## src/rtl/vga_timing_pkg.sv

```systemverilog
// Shared 640x480@60 timing constants, counter widths and the RGB444 pixel type
// used by the scanout path.
package vga_timing_pkg;

    localparam int H_ACTIVE     = 640;
    localparam int H_FRONT      = 16;
    localparam int H_SYNC       = 96;
    localparam int H_BACK       = 48;
    localparam int V_ACTIVE     = 480;
    localparam int V_FRONT      = 10;
    localparam int V_SYNC       = 2;
    localparam int V_BACK       = 33;
    localparam int H_TOTAL      = H_ACTIVE + H_FRONT + H_SYNC + H_BACK;
    localparam int V_TOTAL      = V_ACTIVE + V_FRONT + V_SYNC + V_BACK;
    localparam int CLK_DIV      = 4;
    localparam int READ_LATENCY = 1;
    localparam int COLOR_DEPTH  = 4;

    localparam int H_CNT_W = 10;
    localparam int V_CNT_W = 10;
    localparam int COORD_W = 13;

    typedef struct packed {
        logic [COLOR_DEPTH-1:0] r;
        logic [COLOR_DEPTH-1:0] g;
        logic [COLOR_DEPTH-1:0] b;
    } rgb444_t;

endpackage

```

## src/rtl/vga_timing_gen.sv

```systemverilog
// Pixel-clock divider plus horizontal/vertical raster counters, with active,
// sync-window and blanking decode and the frame/vblank start pulses.
module vga_timing_gen
    import vga_timing_pkg::*;
#(
    parameter int H_VISIBLE = 640,
    parameter int H_FPORCH  = 16,
    parameter int H_PULSE   = 96,
    parameter int H_BPORCH  = 48,
    parameter int V_VISIBLE = 480,
    parameter int V_FPORCH  = 10,
    parameter int V_PULSE   = 2,
    parameter int V_BPORCH  = 33,
    parameter int DIVIDE    = 4
) (
    input  logic               clock,
    input  logic               reset,
    output logic               tick,
    output logic [H_CNT_W-1:0] h_count,
    output logic [V_CNT_W-1:0] v_count,
    output logic               active,
    output logic               hsync_window,
    output logic               vsync_window,
    output logic               vblank,
    output logic               frame_start,
    output logic               vblank_start
);

    localparam int H_LAST   = H_VISIBLE + H_FPORCH + H_PULSE + H_BPORCH - 1;
    localparam int V_LAST   = V_VISIBLE + V_FPORCH + V_PULSE + V_BPORCH - 1;
    localparam int HS_FIRST = H_VISIBLE + H_FPORCH;
    localparam int HS_LAST  = HS_FIRST + H_PULSE - 1;
    localparam int VS_FIRST = V_VISIBLE + V_FPORCH;
    localparam int VS_LAST  = VS_FIRST + V_PULSE - 1;
    localparam int DIV_W    = (DIVIDE > 1) ? $clog2(DIVIDE) : 1;

    logic [DIV_W-1:0]   div_count_reg;
    logic [H_CNT_W-1:0] h_count_reg;
    logic [H_CNT_W-1:0] h_next;
    logic [V_CNT_W-1:0] v_count_reg;
    logic [V_CNT_W-1:0] v_next;
    logic               running_reg;
    logic               frame_start_reg;
    logic               vblank_start_reg;

    assign tick = (div_count_reg == DIV_W'(DIVIDE - 1));

    // The first tick after reset enters pixel (0,0) instead of stepping past it,
    // so the opening pixel of the first frame is still fetched and displayed.
    always_comb begin
        h_next = h_count_reg;
        v_next = v_count_reg;
        if (running_reg) begin
            if (h_count_reg == H_CNT_W'(H_LAST)) begin
                h_next = '0;
                v_next = (v_count_reg == V_CNT_W'(V_LAST)) ? '0 : v_count_reg + V_CNT_W'(1);
            end else begin
                h_next = h_count_reg + H_CNT_W'(1);
            end
        end
    end

    always_ff @(posedge clock or posedge reset) begin
        if (reset) begin
            div_count_reg    <= '0;
            h_count_reg      <= '0;
            v_count_reg      <= '0;
            running_reg      <= 1'b0;
            frame_start_reg  <= 1'b0;
            vblank_start_reg <= 1'b0;
        end else begin
            div_count_reg    <= tick ? '0 : div_count_reg + DIV_W'(1);
            frame_start_reg  <= 1'b0;
            vblank_start_reg <= 1'b0;
            if (tick) begin
                running_reg      <= 1'b1;
                h_count_reg      <= h_next;
                v_count_reg      <= v_next;
                frame_start_reg  <= (h_next == '0) && (v_next == '0);
                vblank_start_reg <= (h_next == '0) && (v_next == V_CNT_W'(V_VISIBLE));
            end
        end
    end

    assign h_count      = h_count_reg;
    assign v_count      = v_count_reg;
    assign active       = (h_count_reg < H_CNT_W'(H_VISIBLE)) && (v_count_reg < V_CNT_W'(V_VISIBLE));
    assign hsync_window = (h_count_reg >= H_CNT_W'(HS_FIRST)) && (h_count_reg <= H_CNT_W'(HS_LAST));
    assign vsync_window = (v_count_reg >= V_CNT_W'(VS_FIRST)) && (v_count_reg <= V_CNT_W'(VS_LAST));
    assign vblank       = (v_count_reg >= V_CNT_W'(V_VISIBLE));
    assign frame_start  = frame_start_reg;
    assign vblank_start = vblank_start_reg;

endmodule

```

## src/rtl/framebuffer_scanout.sv

```systemverilog
// Read side of the framebuffer: fetches one word per visible pixel, drives
// VGA colour and syncs one pixel behind the counters, and defers clears to vblank.
module framebuffer_scanout
    import vga_timing_pkg::*;
#(
    parameter int H_VISIBLE  = 640,
    parameter int H_FPORCH   = 16,
    parameter int H_PULSE    = 96,
    parameter int H_BPORCH   = 48,
    parameter int V_VISIBLE  = 480,
    parameter int V_FPORCH   = 10,
    parameter int V_PULSE    = 2,
    parameter int V_BPORCH   = 33,
    parameter int DIVIDE     = 4,
    parameter int RD_LATENCY = 1
) (
    input  logic                     clock,
    input  logic                     reset,
    output logic                     readEnable,
    output logic [COORD_W-1:0]       readX,
    output logic [COORD_W-1:0]       readY,
    input  logic [3*COLOR_DEPTH-1:0] readVal,
    input  logic                     clearRequest,
    output logic                     clearBuffer,
    output logic [COLOR_DEPTH-1:0]   red,
    output logic [COLOR_DEPTH-1:0]   green,
    output logic [COLOR_DEPTH-1:0]   blue,
    output logic                     hsync,
    output logic                     vsync,
    output logic                     vblank,
    output logic                     frameStart
);

    logic               tick;
    logic [H_CNT_W-1:0] h_count;
    logic [V_CNT_W-1:0] v_count;
    logic               active;
    logic               hsync_window;
    logic               vsync_window;
    logic               vblank_start;
    logic               pixel_start_reg;
    logic               clear_pending_reg;
    rgb444_t            pixel_reg;
    logic               pending_reg [RD_LATENCY];

    vga_timing_gen #(
        .H_VISIBLE (H_VISIBLE),
        .H_FPORCH  (H_FPORCH),
        .H_PULSE   (H_PULSE),
        .H_BPORCH  (H_BPORCH),
        .V_VISIBLE (V_VISIBLE),
        .V_FPORCH  (V_FPORCH),
        .V_PULSE   (V_PULSE),
        .V_BPORCH  (V_BPORCH),
        .DIVIDE    (DIVIDE)
    ) u_timing (
        .clock        (clock),
        .reset        (reset),
        .tick         (tick),
        .h_count      (h_count),
        .v_count      (v_count),
        .active       (active),
        .hsync_window (hsync_window),
        .vsync_window (vsync_window),
        .vblank       (vblank),
        .frame_start  (frameStart),
        .vblank_start (vblank_start)
    );

    // Tracks the outstanding read so readVal is only sampled when it belongs to us.
    for (genvar gi = 0; gi < RD_LATENCY; gi++) begin : g_pending
        if (gi == 0) begin : g_first
            always_ff @(posedge clock or posedge reset) begin
                if (reset) pending_reg[gi] <= 1'b0;
                else       pending_reg[gi] <= readEnable;
            end
        end else begin : g_rest
            always_ff @(posedge clock or posedge reset) begin
                if (reset) pending_reg[gi] <= 1'b0;
                else       pending_reg[gi] <= pending_reg[gi-1];
            end
        end
    end

    always_ff @(posedge clock or posedge reset) begin
        if (reset) begin
            pixel_start_reg   <= 1'b0;
            readEnable        <= 1'b0;
            readX             <= '0;
            readY             <= '0;
            pixel_reg         <= '0;
            red               <= '0;
            green             <= '0;
            blue              <= '0;
            hsync             <= 1'b1;
            vsync             <= 1'b1;
            clearBuffer       <= 1'b0;
            clear_pending_reg <= 1'b0;
        end else begin
            pixel_start_reg <= tick;
            readEnable      <= pixel_start_reg && active;
            if (pixel_start_reg && active) begin
                readX <= COORD_W'(h_count);
                readY <= COORD_W'(v_count);
            end
            if (pending_reg[RD_LATENCY-1]) begin
                pixel_reg <= rgb444_t'(readVal);
            end
            // Counters still hold the pixel whose period ends here, so colour
            // and syncs come out together exactly one pixel behind them.
            if (tick) begin
                red   <= active ? pixel_reg.r : '0;
                green <= active ? pixel_reg.g : '0;
                blue  <= active ? pixel_reg.b : '0;
                hsync <= ~hsync_window;
                vsync <= ~vsync_window;
            end
            clearBuffer       <= vblank_start && clear_pending_reg;
            clear_pending_reg <= clearRequest || (clear_pending_reg && !vblank_start);
        end
    end

endmodule
```

## config.mk

```make
export PLATFORM = sky130hd
export DESIGN_NAME = framebuffer_scanout
export DESIGN_NICKNAME = d
export VERILOG_FILES = /design/src/rtl/vga_timing_pkg.sv /design/src/rtl/vga_timing_gen.sv /design/src/rtl/framebuffer_scanout.sv
export SDC_FILE = /design/constraint.sdc
export NUM_CORES = 1
export LEC_CHECK = 0
export BUFFER_PORTS_ARGS = -buffer_cell sky130_fd_sc_hd__buf_2
export CAP_MARGIN = 20
export CORE_AREA = 2 2 100 102
export DETAILED_ROUTE_END_ITERATION = 10
export DIE_AREA = 0 0 102 104
export GPL_TIMING_DRIVEN = 0
export PLACE_DENSITY_LB_ADDON = 0.08
export SKIP_LAST_GASP = 1
export SLEW_MARGIN = 20
export SYNTH_ARGS = -nofsm -noshare
export SYNTH_HDL_FRONTEND = slang
export SYNTH_HIERARCHICAL = 1
export SYNTH_SLANG_ARGS = --single-unit
```

## constraint.sdc

```tcl
create_clock -name clock -period 3.2 [get_ports clock]
set_input_delay 0.64 -clock clock [delete_from_list [all_inputs] [get_ports clock]]
set_output_delay 0.64 -clock clock [all_outputs]
set_load 0.03 [all_outputs]
```

=== Word level (Yosys, flattened, before mapping) ===
Cells that the tools add are included.

* Input port bits: 15
* Flip-flop bits (word level): 76
* Logic and storage cells: 60
* Output and inout bits: 44

* Equal/unequal tests: 4
* Magnitude comparators: 7
* Bitwise logic cells: 2
* Reductions and logical operators: 12
* Multiplexer cells: 11
* Add/subtract/negate cells: 3

{| class="wikitable"
|+ Operator list
! cell !! number
|-
| 10-bit two-way mux || 5
|-
| 10-bit by 1-bit adder with 10-bit output (second input constant) || 2
|-
| 10-bit == test (second input constant) || 2
|-
| 10-bit by 9-bit greater-or-equal comparator with 1-bit output (second input constant) || 2
|-
| 10-bit logical NOT || 2
|-
| 4-bit two-way mux || 3
|-
| 10-bit by 9-bit == test with 1-bit output (second input constant) || 1
|-
| 10-bit greater-or-equal comparator (second input constant) || 1
|-
| 10-bit <= comparator (second input constant) || 1
|-
| 10-bit by 9-bit <= comparator with 1-bit output (second input constant) || 1
|-
| 10-bit < comparator (second input constant) || 1
|-
| 10-bit by 9-bit < comparator with 1-bit output (second input constant) || 1
|-
| 1-bit logical AND || 8
|-
| 2-bit by 1-bit adder with 2-bit output (second input constant) || 1
|-
| 2-bit == test (second input constant) || 1
|-
| 1-bit two-way mux || 2
|-
| 2-bit two-way mux || 1
|-
| 1-bit inverter || 2
|-
| 1-bit logical NOT || 1
|-
| 1-bit logical OR || 1
|}

=== Logic depth before layout (Yosys ltp) ===
Gate-level depths: netlist of run 1.

* Word-level depth: 7
* Depth in mapped cells: 9
* Depth with buffers taken out: 8

=== Cells and area by module ===
Netlist of run 1, hierarchy kept.

{| class="wikitable"
|+ Modules (own cells, without submodules)
! module !! area each (µm²) !! cells each !! sequential area each (µm²) !! instances
|-
| framebuffer_scanout || 2028.2 || 143 || 1278.7 || 1
|-
| vga_timing_gen || 1691.6 || 198 || 625.6 || 1
|}

=== Worst setup path before layout of run 1 ===
OpenSTA, ideal clock, no wires.

* Path kind: register to register
* Start point: reg u_timing.v_count_reg[6], in the netlist u_timing/v_count[6]
* End point: reg u_timing.frame_start_reg, in the netlist u_timing/frame_start
* Setup time: 0.086 ns
* Cell stages (with the launch flop): 8
* Buffers on the path: 2
* Path slack: 0.706 ns
* Data arrival time: 2.408 ns
* Period minus slack after synthesis: 2.494 ns
* Data required time: 3.114 ns
* Path through: dfrtp_1 buf_6 or4_1 or4_1 buf_2 a221oi_2 or4b_1 nor3_1

* Cells in the longest elaborated chain, start to end: 7
* Elaborated cells on any way between the ends: 8
* Classes of those cells: add/sub: 1; eq/ne: 1; mux: 4; reduce/logical: 2

{| class="wikitable"
|+ RTL lines
! what !! RTL line !! source
|-
| start, declared || vga_timing_gen.sv:40 || <nowiki>logic [V_CNT_W-1:0] v_count_reg;</nowiki>
|-
| start signal, assigned || vga_timing_gen.sv:78 || <nowiki>v_count_reg <= v_next;</nowiki>
|-
| 10-bit by 1-bit adder with 10-bit output / 10-bit == test (equally long branches) || vga_timing_gen.sv:56 || <nowiki>v_next = (v_count_reg == V_CNT_W'(V_LAST)) ? '0 : v_count_reg + V_CNT_W'(1);</nowiki>
|-
| 10-bit two-way mux || vga_timing_gen.sv:56 ||
|-
| 10-bit two-way mux || vga_timing_gen.sv:54 || <nowiki>if (h_count_reg == H_CNT_W'(H_LAST)) begin</nowiki>
|-
| 10-bit two-way mux * || vga_timing_gen.sv:53 || <nowiki>if (running_reg) begin</nowiki>
|-
| 10-bit logical NOT * || vga_timing_gen.sv:79 || <nowiki>frame_start_reg <= (h_next == '0) && (v_next == '0);</nowiki>
|-
| 1-bit logical AND * || vga_timing_gen.sv:79 ||
|-
| 1-bit two-way mux * || vga_timing_gen.sv:75 || <nowiki>if (tick) begin</nowiki>
|-
| end signal, assigned || vga_timing_gen.sv:79 ||
|-
| end, declared || vga_timing_gen.sv:43 || <nowiki>logic frame_start_reg;</nowiki>
|}

Mark *: on every way between the ends. The rest lies on a longest branch, timed or not.
A chain may end at the register's enable or synchronous reset.

=== Worst setup path after layout of run 1 ===
* Start point: reg u_timing.h_count_reg[2], in the netlist u_timing/h_count[2]
* End point: reg u_timing.frame_start_reg, in the netlist u_timing/frame_start

* Cells in the longest elaborated chain, start to end: 6
* Elaborated cells on any way between the ends: 10
* Classes of those cells: add/sub: 1; eq/ne: 1; mux: 5; reduce/logical: 3

{| class="wikitable"
|+ RTL lines
! what !! RTL line !! source
|-
| start, declared || vga_timing_gen.sv:38 || <nowiki>logic [H_CNT_W-1:0] h_count_reg;</nowiki>
|-
| start signal, assigned || vga_timing_gen.sv:77 || <nowiki>h_count_reg <= h_next;</nowiki>
|-
| 10-bit by 1-bit adder with 10-bit output / 10-bit == test (equally long branches) || vga_timing_gen.sv:58, vga_timing_gen.sv:54 ||
|-
| 10-bit two-way mux || vga_timing_gen.sv:54 ||
|-
| 10-bit two-way mux || vga_timing_gen.sv:53 ||
|-
| 10-bit logical NOT || vga_timing_gen.sv:79 ||
|-
| 1-bit logical AND * || vga_timing_gen.sv:79 ||
|-
| 1-bit two-way mux * || vga_timing_gen.sv:75 ||
|}

Marked as above.

==> results of run 1 <==
worst reg2reg max path, stage by stage, from the launching register on:
cell and delay, ns:
dfrtp_1 0.35, buf_2 0.22, nand3_1 0.29, or4_4 0.61, buf_2 0.23, o41ai_1 0.11, o2111ai_1 0.23, or4b_1 0.61
nor3_1 0.23
layout make-up:
type,instances,area [µm²],share of cell area [%]
clock inverter,6,138,3.10
multi-input combinational,218,1590,35.7
tap,133,166,3.75
sequential,76,1900,42.9
buffer,28,165,3.72
clock buffer,10,128,2.87
timing repair buffer,52,260,5.86
inverter,24,92.6,2.09
power by group:
group | leakage (nW) | internal (mW) | total [mW] | switching [mW]
Combinational | 1.06 | 0.0246 | 0.0799 | 0.0553
Clock | 0.131 | 0.600 | 0.962 | 0.362
Sequential | 0.950 | 0.975 | 0.982 | 0.00735
Total | 2.15 | 1.60 | 2.02 | 0.425
worst min path at each step:
| stage | from | endpoint | slack, ns | cells after the start |
|---|---|---|---|---|
| 6_report | reset | u_timing/vblank_start | 0.36 | 2 |
| 5_1_grt | readEnable | pending_reg | 0.39 | 0 |
| 4_1_cts | readEnable | pending_reg | 0.38 | 0 |
| 3_5_place_dp | readEnable | pending_reg | 0.36 | 0 |
| 3_3_place_gp | readEnable | pending_reg | 0.36 | 0 |
| 2_1_floorplan | u_timing/div_count_reg[0] | u_timing/div_count_reg[0] | 0.40 | 1 |
cell families (layout without fill, tap and decap cells):
kind of cell | count (synthesis) | count (layout)
DFF | 76 | 76
AOI/OAI and AO/OA | 51 | 51
muxes | 35 | 35
and+or+nand+nor | 105 | 105
xor gates and xnor gates | 15 | 15
adders and majority gates | 6 | 6
other | 1 | 6
buffers and inverters | 52 | 120
cells in the final DEF, fill, tap and decap left out, types with 3 or more instances in the layout:
cell       instances
a21o_1             3
a21oi_1            6
and3_1             3
buf_2             64
buf_4              6
buf_6              3
bufinv_16          4
clkbuf_1           8
clkbuf_8           9
conb_1             6
dfrtp_1           74
ha_1               6
inv_1             22
mux2_2            14
mux2_4            19
nand2_1           19
nand3_1           22
nand4_1            6
nor2_1            18
nor3_1            10
nor4_1             3
o21ai_0           22
o31ai_1            3
or2_2              3
xnor2_1           11
xor2_1             4
through the flow:
step	std cells	power [mW]	worst slack [ns]	hold WS, ns	cell area (µm²)
3_3_place_gp	531	1.08	0.278	0.355	4170
5_1_grt	547	2.10	0.0506	0.386	4440
4_1_cts	547	2.05	0.246	0.377	4430
3_5_place_dp	531	1.08	0.287	0.355	4170
2_1_floorplan	346	1.06	0.706	0.403	3740
6_report	547	2.02	0.252	0.355	4440
per-layer routing:
| metal | wire length (µm) | vias up |
|---|---|---|
| met1 | 3890 | 1315 |
| li1 | - | 1303 |
| met4 | 170 | 0 |
| met2 | 3660 | 62 |
| met3 | 328 | 14 |
| met5 | 0 | - |
==> impl_summary.txt, run 1 <==
----------------------------------------------------
[Cells and area]
  Fraction of final layout cells sized beyond drive strength 1 ... between 30% and 40%
  Final #Nets ... 430
  Antenna Cells ... 0
  Relative area change from synthesis to final layout ... 19.3%
  Flip-flop count of the largest register after layout ... 12
  Core Util, Final ... between 40% and 50%
  Filler cells ... 942

[Floorplan]
  Core Rows ... 36
  Die height ... around 100 µm
  I/O pins ... approximately 60
  Die Outline Area ... ~11,000 µm²
  Initial core utilization ... approximately two fifths
  Die width ... 102 µm
  Placeable core area ... about 9500 µm²

[GRT]
  Grt total ovfl ... 0
  Met2 track demand over resource ... roughly a quarter
  Met3 routing resource usage after global routing ... 3.43%
  Number of global-route vias before repair ... between 2,000 and 3,000
  Initial antenna violation count ... 0
  Overall global routing resource usage ... 16.1%
  Met1 routing resource usage after global routing ... between 20% and 30%
  Maximum number of pins on one net before global-route repair ... between 50 and 60
  First-pass GRT wire length ... about 13,000 µm
  Most utilized layer in the global route result ... met2

[Critical path]
  Worst Path Required ... 3.46 ns
  Ordered cell list for the critical path ... buf_2 > nand3_1 > or4_4 > buf_2 > o41ai_1 > o2111ai_1 > or4b_1 > nor3_1
  Element type at the critical path start ... flop
  Worst setup path endpoint ... u_timing/frame_start
  Number of cells on the worst reg-to-reg path ... 8
  Longest individual stage delay on the worst path ... approximately 0.61 ns
  Timing startpoint of the critical path ... u_timing/h_count[2]
  CP max stage cell ... or4b_1
  Worst-path maximum fanout ... 10
  CP top delay family ... simple AND/OR/NAND/NOR gates
  Worst R2R Setup Slack ... 0.25 ns
  Category of the worst setup path capture point ... flop
  Critical path data arrival time ... 3.21 ns
  FF-to-FF Start ... u_timing/h_count[2]
  R2R Path End ... u_timing/frame_start
  Type of the worst setup path ... flop to flop
  Critical path depth in cells ... 8
  Number of buffers and inverters on the critical path ... 2
  Most common cell type on the critical path ... buf_2

[Timing]
  Setup-failing EPs final ... 0
  Total Neg Setup Slack ... 0 ns
  Number of hold violations in the final report ... 0
  RSZ-0062 raised after global routing ... false
  Max Clock Freq ... 0.339 GHz
  Transition time at the pin with the least slew margin ... roughly 0.70 ns
  Post-route fraction of the period consumed by the critical path ... approximately 90%
  Worst slew margin relative to its limit ... a little over half
  Final clock skew ... slightly below 0.009 ns
  Crit path time final ... 2.95 ns
  Count of final max-slew check failures ... 0

[Clock tree]
  Max clock buf depth ... 2
  Clock Latency Late Sink ... around 0.35 ns
  CTS tree ... done
  Number of buffers added by the clock tree synthesis step ... 9
  Number of buffers inserted for hold repair after clock tree synthesis ... 0
  CTS H-tree depth ... 3
  Clock slew at the register clock pins of the worst setup and hold paths ... 0.08 ns
  Clk sinks ... 76
  Resize count post-CTS ... 0
  Clock root buffer ... clkbuf_8
  Post-CTS setup repair buffer count ... 0

[Logic synthesis]
  Proportion of netlist area held by the largest area contributor ... roughly 50%
  Post-synthesis compound-gate area fraction ... 8.91%
  Fraction of registers with async set/reset ... between 90% and 100%
  Portion of netlist area occupied by mux cells ... 12.4%
  Count leader, synth ... dfrtp_1
  Sequential cell area fraction in the yosys report ... about half
  Count of warnings emitted by yosys ... 6
  Unique cell type count in the Yosys netlist ... 54
  Top flip-flop cell by instance count after synthesis ... dfrtp_1
  Count of mapped cells out of synthesis ... ~340
  Combinational family with the most area after synthesis ... simple AND/OR/NAND/NOR gates
  Most area-consuming cells after synthesis ... dfrtp_1, mux2_4, mux2_2, nand3_1, o21ai_0
  Adder-Cell Fraction of Synth Area ... 2.02%
  Share of synthesized cell area in and, or, nand and nor gates ... between 10 and 15%
  Combined area of all synthesized cells ... roughly 3700 µm²
  Number of synthesized flops with an enable pin ... 0
  Share of the synthesized netlist area taken by xor and xnor gates ... between 3 and 4%
  Leading post-synthesis cells by instance count ... dfrtp_1, inv_1, nand3_1, o21ai_0
  Post-Synthesis Mean Instance Area ... roughly 11 µm²
  Post-synthesis register bit count ... 76
  Post-synth top area cell ... dfrtp_1

[Job]
  Max-capacitance violation count ... 0

[Detailed routing]
  Total wirelength of the detailed-routed design ... between 8000 and 9000 µm
  Average via count per standard cell ... roughly 5
  Detailed Routing Iterations Pass 1 ... 4
  Final ANT Viol Nets ... 0
  Count of unresolved DRC violations after routing ... 0
  First DRT Iteration DRCs ... 140
  Average routed wire per standard cell ... about 15 µm
  Total via count in the routed design ... about 2,700

[Outcome]
  Status ... finished clean

[Hold path]
  HP Class ... input port to async pin

[Power]
  Leakage ... around 2.1 nW
  Worst VDD drop ... ~170 µV
  Power Density ... 456 nW/µm²

[Placed design]
  Placer's final routability congestion estimate ... 0.794
  Port Buffer Count ... 52
  Final HPWL DP ... about 5500 µm

----------------------------------------------------
(Power assumes the default switching activity.)
==> run 2: changes to the inputs <==
--- a/config.mk
+++ b/config.mk
@@ -7,14 +7,13 @@
 export LEC_CHECK = 0
 export BUFFER_PORTS_ARGS = -buffer_cell sky130_fd_sc_hd__buf_2
 export CAP_MARGIN = 20
-export CORE_AREA = 2 2 100 102
+export CORE_AREA = 2 2 99 101
 export DETAILED_ROUTE_END_ITERATION = 10
-export DIE_AREA = 0 0 102 104
+export DIE_AREA = 0 0 101 103
 export GPL_TIMING_DRIVEN = 0
 export PLACE_DENSITY_LB_ADDON = 0.08
 export SKIP_LAST_GASP = 1
 export SLEW_MARGIN = 20
 export SYNTH_ARGS = -nofsm -noshare
 export SYNTH_HDL_FRONTEND = slang
-export SYNTH_HIERARCHICAL = 1
 export SYNTH_SLANG_ARGS = --single-unit
==> constraint.sdc (replaced) <==
create_clock -name clock -period 3.35 [get_ports clock]
set_input_delay 0.67 -clock clock [delete_from_list [all_inputs] [get_ports clock]]
set_output_delay 0.67 -clock clock [all_outputs]
set_load 0.03 [all_outputs]
==> run 2 against run 1 <==
Net effect: routed wire length rose by 4.2%; total power decreased by 7.3%; design area down 2.1%; maximum frequency is 24% higher; utilization shrank 0.56 points; critical path depth decreased by 3; clock skew rose by 0.0019 ns; sequential share of layout area grew 0.94 points; combinational power increased by 2%; worst setup slack gained 0.71 ns; sequential power fell by 4.5%; highest routed layer unchanged.
==> impl_summary.txt, run 2 <==
----------------------------------------------------
[Outcome]
  Status ... finished clean

[Logic synthesis]
  Post-Synthesis Mean Instance Area ... around 11 µm²
  Post-synthesis compound-gate area fraction ... 11.7%
  Portion of netlist area occupied by mux cells ... 7.97%
  Number of synthesized flops with an enable pin ... 0
  Sequential cell area fraction in the yosys report ... a little over half
  Top flip-flop cell by instance count after synthesis ... dfrtp_1
  Adder-Cell Fraction of Synth Area ... approximately 2.1%
  Share of the synthesized netlist area taken by xor and xnor gates ... 3.11%
  Share of synthesized cell area in and, or, nand and nor gates ... 17.1%
  Post-synthesis register bit count ... 76
  Count of mapped cells out of synthesis ... approximately 330
  Fraction of registers with async set/reset ... 100%
  Post-synth top area cell ... dfrtp_1
  Combinational family with the most area after synthesis ... simple AND/OR/NAND/NOR gates
  Count of warnings emitted by yosys ... 0
  Count leader, synth ... dfrtp_1
  Proportion of netlist area held by the largest area contributor ... between 50 and 60%
  Leading post-synthesis cells by instance count ... dfrtp_1, nand2_1, mux2_2, o21ai_0
  Combined area of all synthesized cells ... around 3700 µm²
  Unique cell type count in the Yosys netlist ... 60
  Most area-consuming cells after synthesis ... dfrtp_1, mux2_2, o21ai_0, a22o_1, nand2_1

[Clock tree]
  Post-CTS setup repair buffer count ... 0
  CTS tree ... done
  Clk sinks ... 76
  Number of buffers added by the clock tree synthesis step ... 9
  Resize count post-CTS ... 0
  Clock Latency Late Sink ... ~0.36 ns
  CTS H-tree depth ... 3
  Clock root buffer ... clkbuf_8
  Clock slew at the register clock pins of the worst setup and hold paths ... about 0.080 ns
  Max clock buf depth ... 2
  Number of buffers inserted for hold repair after clock tree synthesis ... 0

[Power]
  Power Density ... around 430 nW/µm²
  Worst VDD drop ... ~220 µV
  Leakage ... between 2 and 2.5 nW

[Detailed routing]
  Total wirelength of the detailed-routed design ... 8380 µm
  Average via count per standard cell ... ~5.3
  Average routed wire per standard cell ... 16.1 µm
  Final ANT Viol Nets ... 0
  Total via count in the routed design ... between 2,000 and 3,000
  First DRT Iteration DRCs ... around 140
  Detailed Routing Iterations Pass 1 ... 4
  Count of unresolved DRC violations after routing ... 0

[Timing]
  Post-route fraction of the period consumed by the critical path ... a little under three quarters
  Final clock skew ... 0.0109 ns
  Max Clock Freq ... 0.419 GHz
  RSZ-0062 raised after global routing ... false
  Number of hold violations in the final report ... 0
  Crit path time final ... ~2.4 ns
  Setup-failing EPs final ... 0
  Count of final max-slew check failures ... 0
  Transition time at the pin with the least slew margin ... between 0.6 and 0.7 ns
  Worst slew margin relative to its limit ... around 57%

[Cells and area]
  Area occupied by multi-input gates ... between 1500 and 2000 µm²
  Final #Nets ... 422
  Flip-flop count of the largest register after layout ... 12
  Area of all sequential standard cells ... 1900 µm²
  Most frequent cells in the layout ... dfrtp_1, buf_2, nand2_1, o21ai_0, mux2_2
  Leading cell type in the layout, fill and taps excluded ... dfrtp_1
  Fraction of final layout cells sized beyond drive strength 1 ... slightly above 30%
  Count of non-filler cells in the finished layout ... between 500 and 600
  Cell area after layout ... 4340 µm²
  Relative area change from synthesis to final layout ... 18.8%
  Filler cells ... slightly below 900
  Antenna Cells ... 0

[Critical path]
  Longest individual stage delay on the worst path ... around 0.63 ns
  Number of cells on the worst reg-to-reg path ... 5
  Element type at the critical path start ... flop
  Type of the worst setup path ... flop to flop
  Number of buffers and inverters on the critical path ... 2
  Category of the worst setup path capture point ... flop
  Worst Path Required ... around 3.6 ns
  Ordered cell list for the critical path ... ha_1 > clkbuf_1 > clkinv_1 > or3_2 > xnor2_1
  Worst-path maximum fanout ... 10
  CP max stage cell ... or3_2
  Critical path data arrival time ... 2.63 ns
  Critical path depth in cells ... 5
  CP top delay family ... buffers and inverters

[GRT]
  Overall global routing resource usage ... 17.2%
  Grt total ovfl ... 0
  Maximum number of pins on one net before global-route repair ... between 50 and 60
  Number of global-route vias before repair ... around 2,500
  First-pass GRT wire length ... around 13,000 µm
  Initial antenna violation count ... 0

[Placed design]
  Placer's final routability congestion estimate ... around 0.85
  Final HPWL DP ... 5810 µm
  Number of cells in the design after placement ... 504
  Area of placed instances ... between 4000 and 5000 µm²
  Port Buffer Count ... between 50 and 60

[Job]
  Max-capacitance violation count ... 0

[Floorplan]
  Placeable core area ... ~9500 µm²
  Die height ... 103 µm
  I/O pins ... 59
  Die width ... between 100 and 150 µm
  Initial core utilization ... between 30% and 40%
  Core Rows ... 36
  Die Outline Area ... between 10,000 and 15,000 µm²

[Hold path]
  HP Class ... input port to async pin

----------------------------------------------------
## run 2: cell types whose count changed in the layout (fill, tap and decap cells not counted), moves of 4 or more
| cell | change |
|---|---|
| mux2_4 | -19 |
| a22o_1 | +11 |
| inv_1 | -10 |
| mux2_2 | +10 |
| nand3_1 | -9 |
| buf_2 | -7 |
| nand2_1 | +7 |
| nor2_1 | -5 |
| and2_1 | +4 |
## run 2: final cells by class
cell class | instances | area share [%]
plain buffers | 28 | 3.72
clock buffers | 9 | 2.85
clock inverters | 6 | 2.59
inverters | 14 | 1.27
multi-input cells | 219 | 35.8
flip-flops and latches | 76 | 43.8
well taps | 114 | 3.28
repair buffers | 53 | 6.62
## run 2: power by group
| group | switching (mW) | total [mW] | internal (mW) | leakage (nW) |
|---|---|---|---|---|
| logic | 0.0515 | 0.0818 | 0.0303 | 0.969 |
| clock network | 0.363 | 0.856 | 0.494 | 0.120 |
| registers | 0.00710 | 0.938 | 0.931 | 0.950 |
## run 2: kinds of logic (layout without fill, tap and decap cells)
logic type,count (synthesis),after routing
flops,76,76
other cells,1,6
buf+inv,42,110
xor+xnor,13,13
fa+ha+maj,6,6
simple gates,104,104
mux,26,26
compound gates,64,64
## run 2: layer usage
layer	part of all wire [%]	vias to the layer above	track usage [%]
met5	0	-	0
met1	46	1342	23.9
met3	4.1	18	3.59
li1	-	1310	-
met2	47	61	25.6
met4	2.6	0	8.73
## run 2: through the flow
step	setup WS, ns	util, %	hold WS, ns	setup TNS, ns	total power [mW]
after floorplan	0.745	-	0.403	0	1.01
after global placement	-0.263	43.1	0.359	-19.02	1.03
after global routing	0.811	45.9	0.257	0	1.95
final	0.963	45.9	0.253	0	1.88
after detailed placement	0.943	43.4	0.367	0	1.04
after CTS	0.919	45.9	0.247	0	1.91
## run 2: worst paths after layout
| kind | startpoint | to | slack (ns) |
|---|---|---|---|
| min in group clock | readEnable | pending_reg | 0.38 |
| max | u_timing.div_count_reg[0] | u_timing.h_count[4] | 0.96 |
| min reg2reg | readEnable | pending_reg | 0.38 |
| max reg2reg | u_timing.div_count_reg[0] | u_timing.h_count[4] | 0.96 |
| max in group asynchronous | reset | hsync | 2.47 |
| min | reset | blue[3] | 0.25 |
